[src/rtl/count_seq_monitor.sv]
// Sequence monitor for an upstream modulo-2^WIDTH counter: locks after LOCK_CNT good steps,
// then flags sequence errors and counts wraps. COUNT_SEQ_MONITOR_STICKY_ERR_EN makes seq_err sticky.
module count_seq_monitor #(
    parameter int unsigned WIDTH    = 3,
    parameter int unsigned LOCK_CNT = 4,
    parameter int unsigned WRAP_W   = 8
) (
    input  logic              clk,
    input  logic              reset,
    input  logic [WIDTH-1:0]  count_in,
    input  logic              sample_en,
    input  logic              clear,
    output logic              locked,
    output logic              seq_err,
    output logic              wrap_pulse,
    output logic [WRAP_W-1:0] wrap_count,
    output logic [WIDTH-1:0]  last_count
);

    localparam int unsigned MATCH_W = 4;

`ifdef COUNT_SEQ_MONITOR_STICKY_ERR_EN
    localparam bit STICKY_ERR = 1'b1;
`else
    localparam bit STICKY_ERR = 1'b0;
`endif

    typedef enum logic [1:0] {
        S_IDLE   = 2'd0,
        S_TRACK  = 2'd1,
        S_LOCKED = 2'd2
    } state_e;

    state_e              state_q, state_d;
    logic [MATCH_W-1:0]  match_q, match_d;
    logic [WIDTH-1:0]    prev_q, prev_d;
    logic [WIDTH-1:0]    last_q, last_d;
    logic                locked_q, locked_d;
    logic                seq_err_q, seq_err_d;
    logic                wrap_pulse_q, wrap_pulse_d;
    logic [WRAP_W-1:0]   wrap_cnt_q, wrap_cnt_d;

    logic [WIDTH-1:0]    exp_c;
    logic [MATCH_W-1:0]  match_inc_c;
    logic                hit_c;

    // State register
    always_ff @(posedge clk or posedge reset) begin
        if (reset) begin
            state_q      <= S_IDLE;
            match_q      <= '0;
            prev_q       <= '0;
            last_q       <= '0;
            locked_q     <= 1'b0;
            seq_err_q    <= 1'b0;
            wrap_pulse_q <= 1'b0;
            wrap_cnt_q   <= '0;
        end else begin
            state_q      <= state_d;
            match_q      <= match_d;
            prev_q       <= prev_d;
            last_q       <= last_d;
            locked_q     <= locked_d;
            seq_err_q    <= seq_err_d;
            wrap_pulse_q <= wrap_pulse_d;
            wrap_cnt_q   <= wrap_cnt_d;
        end
    end

    // Next-state and output logic
    always_comb begin
        state_d      = state_q;
        match_d      = match_q;
        prev_d       = prev_q;
        last_d       = last_q;
        wrap_pulse_d = 1'b0;
        seq_err_d    = STICKY_ERR ? seq_err_q : 1'b0;
        wrap_cnt_d   = wrap_cnt_q;

        exp_c       = prev_q + WIDTH'(1);
        match_inc_c = match_q + MATCH_W'(1);
        hit_c       = (count_in == exp_c);

        if (clear) begin
            state_d    = S_IDLE;
            match_d    = '0;
            wrap_cnt_d = '0;
            seq_err_d  = 1'b0;
        end else if (sample_en) begin
            prev_d = count_in;
            last_d = count_in;
            unique case (state_q)
                S_IDLE: begin
                    state_d = S_TRACK;
                    match_d = '0;
                end
                S_TRACK: begin
                    if (hit_c) begin
                        if (match_inc_c == MATCH_W'(LOCK_CNT)) begin
                            state_d = S_LOCKED;
                            match_d = '0;
                        end else begin
                            match_d = match_inc_c;
                        end
                    end else begin
                        match_d = '0;
                    end
                end
                S_LOCKED: begin
                    if (hit_c) begin
                        // A good step onto zero can only come from max: that is a wrap
                        if (count_in == '0) begin
                            wrap_pulse_d = 1'b1;
                            if (wrap_cnt_q != {WRAP_W{1'b1}}) begin
                                wrap_cnt_d = wrap_cnt_q + WRAP_W'(1);
                            end
                        end
                    end else begin
                        seq_err_d = 1'b1;
                        state_d   = S_TRACK;
                        match_d   = '0;
                    end
                end
                default: begin
                    state_d = S_IDLE;
                    match_d = '0;
                end
            endcase
        end

        locked_d = (state_d == S_LOCKED);
    end

    assign locked     = locked_q;
    assign seq_err    = seq_err_q;
    assign wrap_pulse = wrap_pulse_q;
    assign wrap_count = wrap_cnt_q;
    assign last_count = last_q;

endmodule
[config.mk]
export PLATFORM = sky130hd
export DESIGN_NAME = count_seq_monitor
export DESIGN_NICKNAME = d
export VERILOG_FILES = /design/src/rtl/count_seq_monitor.sv
export SDC_FILE = /design/constraint.sdc
export NUM_CORES = 1
export LEC_CHECK = 0
export CAP_MARGIN = 5
export CORE_ASPECT_RATIO = 1.4
export CORE_MARGIN = 2
export CORE_UTILIZATION = 39
export CTS_CLUSTER_SIZE = 30
export DETAILED_ROUTE_END_ITERATION = 12
export PLACE_DENSITY_LB_ADDON = 0.25
export RECOVER_POWER = 100
export SYNTH_ARGS = -nofsm -noshare
export SYNTH_HDL_FRONTEND = slang
export SYNTH_SLANG_ARGS = --single-unit
[constraint.sdc]
create_clock -name clk -period 3 [get_ports clk]
set_input_delay 0.9 -clock clk [delete_from_list [all_inputs] [get_ports clk]]
set_output_delay 0.9 -clock clk [all_outputs]
set_load 0.01 [all_outputs]
==> results of run 1 <==
-- path summary, 6_finish.rpt --
path / end / start / cells past startpoint
setup / recovery: wrap_count[5]$_DFFE_PP0P_ / count_in[2] / 6
min in group asynchronous: wrap_count[3]$_DFFE_PP0P_ / reset / 2
hold / removal: last_count[1]$_DFFE_PP0P_ / last_count[1]$_DFFE_PP0P_ / 1
setup reg to reg: wrap_count[5]$_DFFE_PP0P_ / last_count[0]$_DFFE_PP0P_ / 6
max in group asynchronous: wrap_count[5]$_DFFE_PP0P_ / reset / 2
hold reg to reg: last_count[1]$_DFFE_PP0P_ / last_count[1]$_DFFE_PP0P_ / 1
-- cell families (layout without fill, tap and decap cells) --
group	after synthesis	after routing	share of synthesized area, %
compound gates	32	32	19.3
xor+xnor	4	4	4.74
fa+ha+maj	4	4	4.12
buf+inv	12	36	3.81
flops	20	20	41.2
mux	4	4	3.71
simple gates	46	46	23.2
-- state kept, by name, indices dropped and copies added, names as in the netlist --
name	cells
last_count	3
match_q	4
locked	1
wrap_count	8
seq_err	1
state_q	2
wrap_pulse	1
-- area by class of cell --
| type | count | area [sq um] |
|---|---|---|
| fillers | 295 | 1510 |
| multi-input cells | 90 | 663 |
| flip-flops and latches | 20 | 500 |
| repair buffers | 25 | 238 |
| well taps | 39 | 48.8 |
| clock buffers | 3 | 41.3 |
| inverters | 8 | 30.0 |
-- power by group --
group / internal (mW) / switching (mW) / total (mW)
clock network: 0.0892 / 0.0825 / 0.172
logic: 0.0570 / 0.0728 / 0.130
registers: 0.277 / 0.00805 / 0.285
-- metal layers --
layer	vias to the layer above	part of all wire, %
li1	514	-
met3	2	3.1
met4	0	0.93
met1	513	41
met2	19	55
met5	-	0
-- cell usage in the layout, fill, tap and decap left out, types with 4 or more instances in the layout --
master	n
buf_4	5
nand3_1	6
nor2_1	4
ha_1	4
a21oi_1	7
o41ai_1	4
inv_1	8
dlygate4sd3_1	17
dfrtp_1	20
nand2_1	8
-- critical path, stage by stage --
cell,delay (ns)
dlygate4sd3_1,0.58
xnor3_1,0.51
nand3_4,0.14
buf_4,0.20
o311ai_0,0.35
o41ai_1,0.13
==> results summary, run 1 <==
Power spread over the standard cell area amounts to 385 mW/mm^2. The post-route non-filler standard cell count is 185. The die boundary width came out at 51.2 um. In this run the biggest area consumer among cell types represents 41.2% of the synthesized area. The final-report hold violation count is 0. The number of inserted diodes came out at 0. The area of the placeable core came out at 0.00303 sq mm. The main flop type after synthesis is dfrtp_1.

The data arrival time of the critical path came out at 2.81 ns. TritonCTS created 3 clock buffers. The global routing stage identified its most utilized layer as met2. The placed cell count is 182. For this run the aggregate overflow at the end of global routing stands at 0. The final RePlAce weighted congestion came out at 0.816.

Cells fill 50.2% of the core in the end. The half-perimeter wire length of the detailed placement result came out at 2110 um. The worst setup path is captured at a flip-flop.

The power consumption came out at 586 uW. The routed via count divided by cell count is 5.66. The transition time of the tightest slew-check pin is 0.765 ns. The area overhead of the layout relative to synthesis came out at 25.2%. STA classifies the critical path startpoint as a primary input. Row generation in the floorplan step produced 24 rows. The post-placement setup slack is 0.230 ns. The post-route netlist has 11.6% of its cells at a drive strength greater than 1. The final layout net count is 159.

The post-route DRC violation count came out at 0. The met3 usage in global routing came out at 2.56%. The maximum buffer depth of the clock tree came out at 2. In this run the worst hold path is classified as flip-flop to flip-flop. Setup repair after global routing left no endpoint under its margin. The setup TNS after final layout came out at 0 ns. The count of yosys warnings during synthesis came out at 0.

The remaining max-slew budget at the tightest pin is 48.9%. Yosys instantiated no cell more often than dfrtp_1. The post-route antenna net violation count is 0. The synthesized netlist occupies a cell area of 0.00121 sq mm. The cell at the root of the clock tree is clkbuf_8. The top fanout value on the critical path came out at 12. The register-to-register setup slack came out at 0.99 ns. The flow ran to the end, and the final reports show no timing, DRC or antenna violations. Once the clock tree was built, the resizer swapped 0 gates to a different size. The synthesized area per cell is 9.96 sq um. The number of search-and-repair iterations in the first detailed-routing pass came out at 4. The die area came out at 0.00358 sq mm.

Yosys attributes the largest share of cell area to dfrtp_1 (41%), ha_1 (4.1%), a21oi_1 (2.9%), o41ai_1 (2.9%), mux2_2 (2.8%). The dominant cell type by area after synthesis is dfrtp_1. The setup fix buffers added after clock tree synthesis is 0. Global routing consumed, over all layers together, 16.8% of the routing resources.

The number of antenna violations at the first check in global routing was 0. The critical path in this run is classified as primary input to flip-flop. The initial detailed-routing violation count is 31. The effective utilization at floorplan came out at 40.1%. The routed layout has 1048 vias. When the netlist entered floorplanning its net count stood at 133.

The quantity of I/O buffers inserted on ports is 20. From bottom edge to top edge, the die measures 70.0 um. The netlist uses 43 different library cells. The worst ir drop on vdd came out at 0.214 mV.

TritonCTS built the clock tree. Across the routed clock network, the largest skew measured is 0.00181 ns. For this run, the register share of the synthesized area comes to 41.2%.

For this run, global-route usage on met1 was measured as 19.2%. CTS built an H-tree with a depth of 1. The post-route minimum period is 2.69 ns.

Hold timing on the final database bottoms out at a slack of 0.542 ns. The largest net degree at the start of global routing is 21. The final wirelength came out at 2690 um.

The count of clock tree sinks came out at 20. Setup violations remaining at the end of the flow were counted as 0. Across the run, the number of max-cap violations was 0. After technology mapping, the gate count stands at 122. Counting instances in the post-synthesis netlist gives the leading cell types as dfrtp_1 (20), inv_1 (8), nand2_1 (8). The top achievable clock speed came out at 0.372 GHz. The clock reaches the later pin of the worst-skew pair after 0.25 ns. The wire length of the first global-routing pass is 4730 um.

The leakage component of the power came out at 0.673 nW. After clock tree synthesis, the flow added hold-fix buffers numbering 0. STA puts the critical path data required time at 3.12 ns. Clock-pin slew was measured on the worst setup and hold paths at 0.07 ns. The share of the clock period used by the worst path after layout is 89.7%. The proportion of register bits with asynchronous set or reset after synthesis is 100%. The worst path meets setup with 0.309 ns of slack. The post-detailed-placement cell area came out at 0.00149 sq mm. 21 I/O pins were placed. After routing the design area is 0.00152 sq mm.

The global routing usage on met2 is 30.3%. The via count of the first global-routing pass is 1102. The count of flip-flops with a built-in enable after synthesis is 0. The number of max-slew violations in the final report is 0.

The wire length per cell after detailed routing is 14.6 um. The total of flip-flops plus latches after synthesis came out at 20.
Power figures use the tool's default switching activity.
==> run 2: changes to the inputs <==
CORE_UTILIZATION = 50   (was 39)
CTS_BUF_LIST = sky130_fd_sc_hd__clkbuf_16   (was unset)
==> results summary, run 2 (synthesized netlist as in run 1, its figures left out) <==
The data arrival time of the critical path came out at 2.86 ns. The top fanout value on the critical path is 12. The required time of the critical path came out at 3.17 ns.

The leakage component of the power is 0.682 nW. Summing all placed instances gives a cell area of 0.00147 sq mm. Entering global routing, the biggest net connects 21 pins. For this run, design rule violations remaining after detail routing come to 0.

On the worst path, the slowest cell contributes a delay of 0.50 ns. The number of antenna violations at the first check in global routing is 0. The placed cell count is 166.

The worst setup path is captured at a flip-flop. The final-report hold violation count came out at 0. The net count of the finished layout is 159.

The run finished with clean final reports. The cell at the root of the clock tree is clkbuf_16. The signal on the critical path passes through clkdlybuf4s50_1 > nor4b_1 > o2111ai_1 > clkbuf_2 > or3_1 > a21oi_1. The half-perimeter wire length of the detailed placement result is 2040 um. CTS built an H-tree with a depth of 1. The setup fix buffers added after clock tree synthesis is 0. The fraction of layout cells with a size suffix above 1 came out at 9.52%. The count of cells along the worst register-to-register path is 5. The floorplan step defined a die boundary enclosing 0.00285 sq mm. The post-route minimum period came out at 2.69 ns.

The critical path crosses 6 cells after its start point. The area of the placeable core came out at 0.00234 sq mm. The share of the clock period used by the worst path after layout came out at 89.6%. The repair_antennas step left the layout with diodes totalling 0. The slowest stage of the critical path belongs to the cell clkdlybuf4s50_1. The global route total overflow came out at 0. The number of search-and-repair iterations in the first detailed-routing pass is 4.

The post-route non-filler standard cell count came out at 170. The total I/O pin count is 21. The register-to-register setup slack came out at 0.92 ns. The quantity of I/O buffers inserted on ports came out at 20. The clock insertion delay at the later pin of the skew report came out at 0.25 ns.

The total clock buffers created by CTS is 3. The worst-case clock skew came out at 0.00154 ns. The wire length of the first global-routing pass is 4570 um. The smallest hold slack is 0.536 ns. The worst hold path begins at last_count[1]$_DFFE_PP0P_. The worst ir drop on vdd is 0.319 mV.

The layout has 201 filler cells. The final wirelength came out at 2740 um. In this design, the largest share of critical-path delay is due to simple AND/OR/NAND/NOR gates. The register with the most flip-flops in the layout has 8 of them. The number of rows created at floorplan is 21. The number of gates resized after cts came out at 0. The routed layout has 1066 vias. The worst setup path is launched from a primary input. Leaving out fill and tap cells, the most frequent cell in the layout is dfrtp_1. The routed via count divided by cell count is 6.27. The via count of the first global-routing pass was 1026. At the end of routability-driven placement, the weighted congestion stood at 0.881.

The clock transition at the register clock pins on the worst setup and hold paths after CTS came out at 0.05 ns. The remaining max-slew budget at the tightest pin is 48.5%. The cell depth of the worst hold path is 1.

The clock tree from TritonCTS is yes. The setup TNS after final layout is 0 ns. The maximum buffer depth of the clock tree is 2. The worst setup path is of the primary input to flip-flop kind.

The count of clock tree sinks is 20. The count of hold buffers inserted by post-cts repair came out at 0. The number of maximum-capacitance violations is 0. For this block, the initial DRC count from the detailed router was 23.

The aggregate global-route resource usage is 21.4%. The number of max-slew violations in the final report came out at 0. The area overhead of the layout relative to synthesis is 25.3%. The die boundary width is 45.7 um. The total power per unit cell area came out at 451 mW/mm^2.

The wire length per cell after detailed routing came out at 16.1 um. For this configuration, the core starts out at a cell density of 52.0%. The total setup violations reported at the end of the flow is 0. The final cell utilization of the core is 65.1%. The die is 62.3 um tall. The count of nets left with antenna violations once routing finished came out at 0. Setup repair after global routing left no endpoint under its margin. Following the worst setup path forward leads to its endpoint at wrap_count[1]$_DFFE_PP0P_. The most critical setup path has its startpoint at count_in[1]. The top achievable clock speed is 0.372 GHz. The class of the tightest hold or removal check is flip-flop to flip-flop.

In the layout the commonest cells are dfrtp_1 (20), dlygate4sd3_1 (16), inv_1 (8), nand2_1 (8), a21oi_1 (7). Together, buffers and inverters on the worst path number 2. The finished cells cover 0.00152 sq mm. The startpoint identified for the worst register-to-register timing path is last_count[0]$_DFFE_PP0P_.

The transition time of the tightest slew-check pin is 0.772 ns. In this run the critical register-to-register path is captured at state_q[1]$_DFF_PP0_.
[run 2: cell count changes in the layout (fill, tap and decap cells not counted), sizes merged]
cell           before  now
clkinv              0    1
clkdlybuf4s50       3    4
buf                 5    2
clkbuf              3    6
dlygate4sd3        17   16
[run 2: through the flow]
step	worst slack (ns)	total power, mW
floorplan	0.810	0.376
global placement	0.236	0.421
detailed placement	0.154	0.424
CTS	0.417	0.705
global route	0.208	0.718
finish	0.313	0.686
[run 2: cell type report]
cell class | count | area [sq um] | area share (%)
sequential | 20 | 500 | 32.9
inverter | 8 | 30.0 | 1.97
tap | 23 | 28.8 | 1.89
multi-input combinational | 90 | 657 | 43.1
clock buffer | 3 | 75.1 | 4.93
clock inverter | 1 | 3.75 | 0.247
timing repair buffer | 25 | 228 | 15.0
[run 2: how the worst min path moves through the flow]
stage / endpoint
3_3_place_gp: last_count[1]$_DFFE_PP0P_
6_report: last_count[1]$_DFFE_PP0P_
4_1_cts: last_count[1]$_DFFE_PP0P_
2_1_floorplan: match_q[1]$_DFFE_PP0P_
3_5_place_dp: last_count[1]$_DFFE_PP0P_
5_1_grt: last_count[1]$_DFFE_PP0P_
[run 2: report_power, final]
group	internal (mW)	switching (mW)	leakage, nW
registers	0.277	0.00766	0.271
clock network	0.178	0.0966	0.0385
logic	0.0541	0.0729	0.372
[run 2: per-layer routing]
| metal | part of all wire (%) | vias to the layer above | GRT usage [%] |
|---|---|---|---|
| li1 | - | 518 | - |
| met1 | 43 | 516 | 26.0 |
| met2 | 52 | 26 | 34.3 |
| met3 | 2.3 | 6 | 3.78 |
| met4 | 2.5 | 0 | 11.4 |
| met5 | 0 | - | 0 |
==> run 3: changes to the inputs <==
CORE_ASPECT_RATIO = unset   (was 1.4)
CORE_UTILIZATION = 47   (was 50)
clock period = 2.4 ns   (was 3 ns; I/O delays follow)
==> results summary, run 3 (synthesized netlist as in run 1, its figures left out) <==
The flow ran to the end, and the final reports show no timing, DRC or antenna violations. The largest net degree at the start of global routing is 21. The cell at the root of the clock tree is clkbuf_16.

The final-report hold violation count is 0. The wire length per cell after detailed routing is 16.4 um. Per report_power, the combinational group accounts for 21.9% of the total.

The maximum buffer depth of the clock tree came out at 2. The met1 usage in global routing came out at 25.8%. The final layout net count is 171. The clock insertion delay at the later pin of the skew report is 0.25 ns. The total clock buffers created by CTS is 3. The total power per unit cell area came out at 549 mW/mm^2. The die boundary width came out at 54.8 um.

The flip-flop count of the largest register after layout came out at 8. The area overhead of the layout relative to synthesis came out at 35.9%. The transition time of the tightest slew-check pin came out at 1.11 ns. The wire length of the first global-routing pass came out at 4860 um. The congestion estimate from routability-driven global placement came to 0.861. Internal power comes to 671 uW.

In this run the remaining antenna-violating nets after routing total 0. The number of antenna violations at the first check in global routing is 0. For this run, the total global-route usage over all layers was measured as 23.4%.

The initial utilization of the core area, before any placement, comes to 49.5%. Data arrives at the worst endpoint at 2.41 ns. The worst ir drop on vdd came out at 0.630 mV. In this run the worst hold path is classified as flip-flop to flip-flop. The global-route layer with the greatest usage is met2.

OpenSTA, run right after detailed placement, puts the worst setup slack at -0.252 ns. The fraction of layout cells with a size suffix above 1 came out at 19.5%. The floorplan step set the die height to 54.8 um. The required time of the critical path came out at 2.52 ns. For this design the top-level I/O count stands at 21. The H-tree level count is 1.

0 antenna diodes ended up in the layout. The switching power came out at 236 uW. Post-CTS timing repair inserted 0 buffers for setup.

The number of max-slew violations in the final report came to 0. The post-route minimum period is 2.29 ns. Registers are responsible for 39.5% of the overall power. The switching power share of the total is 26.0%.

The library cell used most frequently in the layout, excluding fill and tap cells, is dfrtp_1. The worst setup path is of the primary input to flip-flop kind. The number of search-and-repair iterations in the first detailed-routing pass came out at 4. In this run the tightest slew margin relative to its limit is 26.0%. The met3 usage in global routing is 4.64%. The post-route worst setup slack is 0.107 ns. Setup violations remaining at the end of the flow were counted as 0. The number of rows created at floorplan is 18.

The library cells used most frequently in the layout, excluding fill and tap cells, are dfrtp_1 (20), dlygate4sd3_1 (16), buf_4 (13). Leaving out filler cells and counting taps, the final layout contains 189. Using the TritonRoute via totals, the vias-per-cell ratio works out to 6.13. The worst setup path is captured at a flip-flop. The register-to-register setup slack is 0.35 ns. The fraction of power consumed by the clock network came out at 38.6%. The global route total overflow came out at 0. Setup repair after global routing left no endpoint under its margin.

The placed instances occupy a cell area of 0.00156 sq mm. After detailed routing, the total wire length is 3100 um. The initial detailed-routing violation count came out at 37. The area of the placeable core came out at 0.00245 sq mm. The count of hold buffers inserted by post-cts repair is 0. The top achievable clock speed came out at 0.436 GHz. The half-perimeter wire length of the detailed placement result came out at 2210 um. The number of maximum-capacitance violations is 0. The share of the clock period used by the worst path after layout is 95.5%. Clock-pin slew was measured on the worst setup and hold paths at 0.06 ns. The via count of the routed design is 1158.

TritonCTS built the clock tree. On the final layout, the worst clock skew is 0.00199 ns. Counting every sink on the clock net gives 20.

The die area came out at 0.00301 sq mm. The quantity of I/O buffers inserted on ports is 20. The top fanout value on the critical path came out at 12. In the routed design, unresolved DRC markers number 0. Fill cells in the final layout number 189. The global routing usage on met2 came out at 41.3%. The placed cell count is 185. The via count of the first global-routing pass is 1094. The total non-filler cell area in the finished layout is 0.00165 sq mm. The kind of start point of the critical path is a primary input. The leakage component of the power came out at 0.753 nW.
[run 3: repair_timing]
action / 4_1_cts / 5_1_grt
endpoints found under the setup margin: 1 / 6
pin swaps: 0 / 1
gates resized for setup: 1 / 4
[run 3: path summary, 6_finish.rpt]
| check | start | to | depth (start not counted) |
|---|---|---|---|
| max in group asynchronous | reset | last_count[2]$_DFFE_PP0P_ | 3 |
| hold / removal | last_count[1]$_DFFE_PP0P_ | last_count[1]$_DFFE_PP0P_ | 1 |
| setup / recovery | count_in[2] | wrap_count[4]$_DFFE_PP0P_ | 6 |
| hold reg to reg | last_count[1]$_DFFE_PP0P_ | last_count[1]$_DFFE_PP0P_ | 1 |
| setup reg to reg | last_count[0]$_DFFE_PP0P_ | locked$_DFF_PP0_ | 5 |
| min in group asynchronous | reset | match_q[2]$_DFFE_PP0P_ | 3 |
[run 3: through the flow]
step                      power [mW]  setup TNS [ns]  hold WS [ns]  util, %
final                          0.907               0         0.549     67.3
after global routing           0.940               0         0.566     67.3
after CTS                      0.922               0         0.568     67.2
after detailed placement       0.569           -2.10         0.550     63.7
after global placement         0.562           -1.26         0.536     63.7
after floorplan                0.470               0         0.520        -
[run 3: power by group through the flow]
stage	sequential (mW)	clock (mW)	combinational, mW
5_1_grt	0.359	0.368	0.213
2_1_floorplan	0.365	0	0.105
3_5_place_dp	0.364	0	0.205
4_1_cts	0.358	0.357	0.207
6_report	0.358	0.350	0.199
3_3_place_gp	0.363	0	0.199
[run 3: routing by layer]
metal	part of all wire, %	wire length [um]	vias up
met5	0	0	-
met4	2.2	69	0
met3	4.7	147	10
met2	51	1590	43
met1	42	1300	562
li1	-	-	543
[run 3: worst max-delay path: stages]
cell             delay, ns
clkdlybuf4s50_1       0.50
nor4b_4               0.33
o2111ai_2             0.21
buf_4                 0.22
o311ai_1              0.29
o41ai_1               0.13
[run 3: area by class of cell]
cell class                      instances  area (sq um)  share of cell area [%]
Multi-Input combinational cell         90           678                    41.1
Sequential cell                        20           500                    30.3
Timing Repair Buffer                   37           327                    19.8
Clock buffer                            3          75.1                    4.55
Tap cell                               30          37.5                    2.27
Inverter                                8          30.0                    1.82
Clock inverter                          1          3.75                   0.227
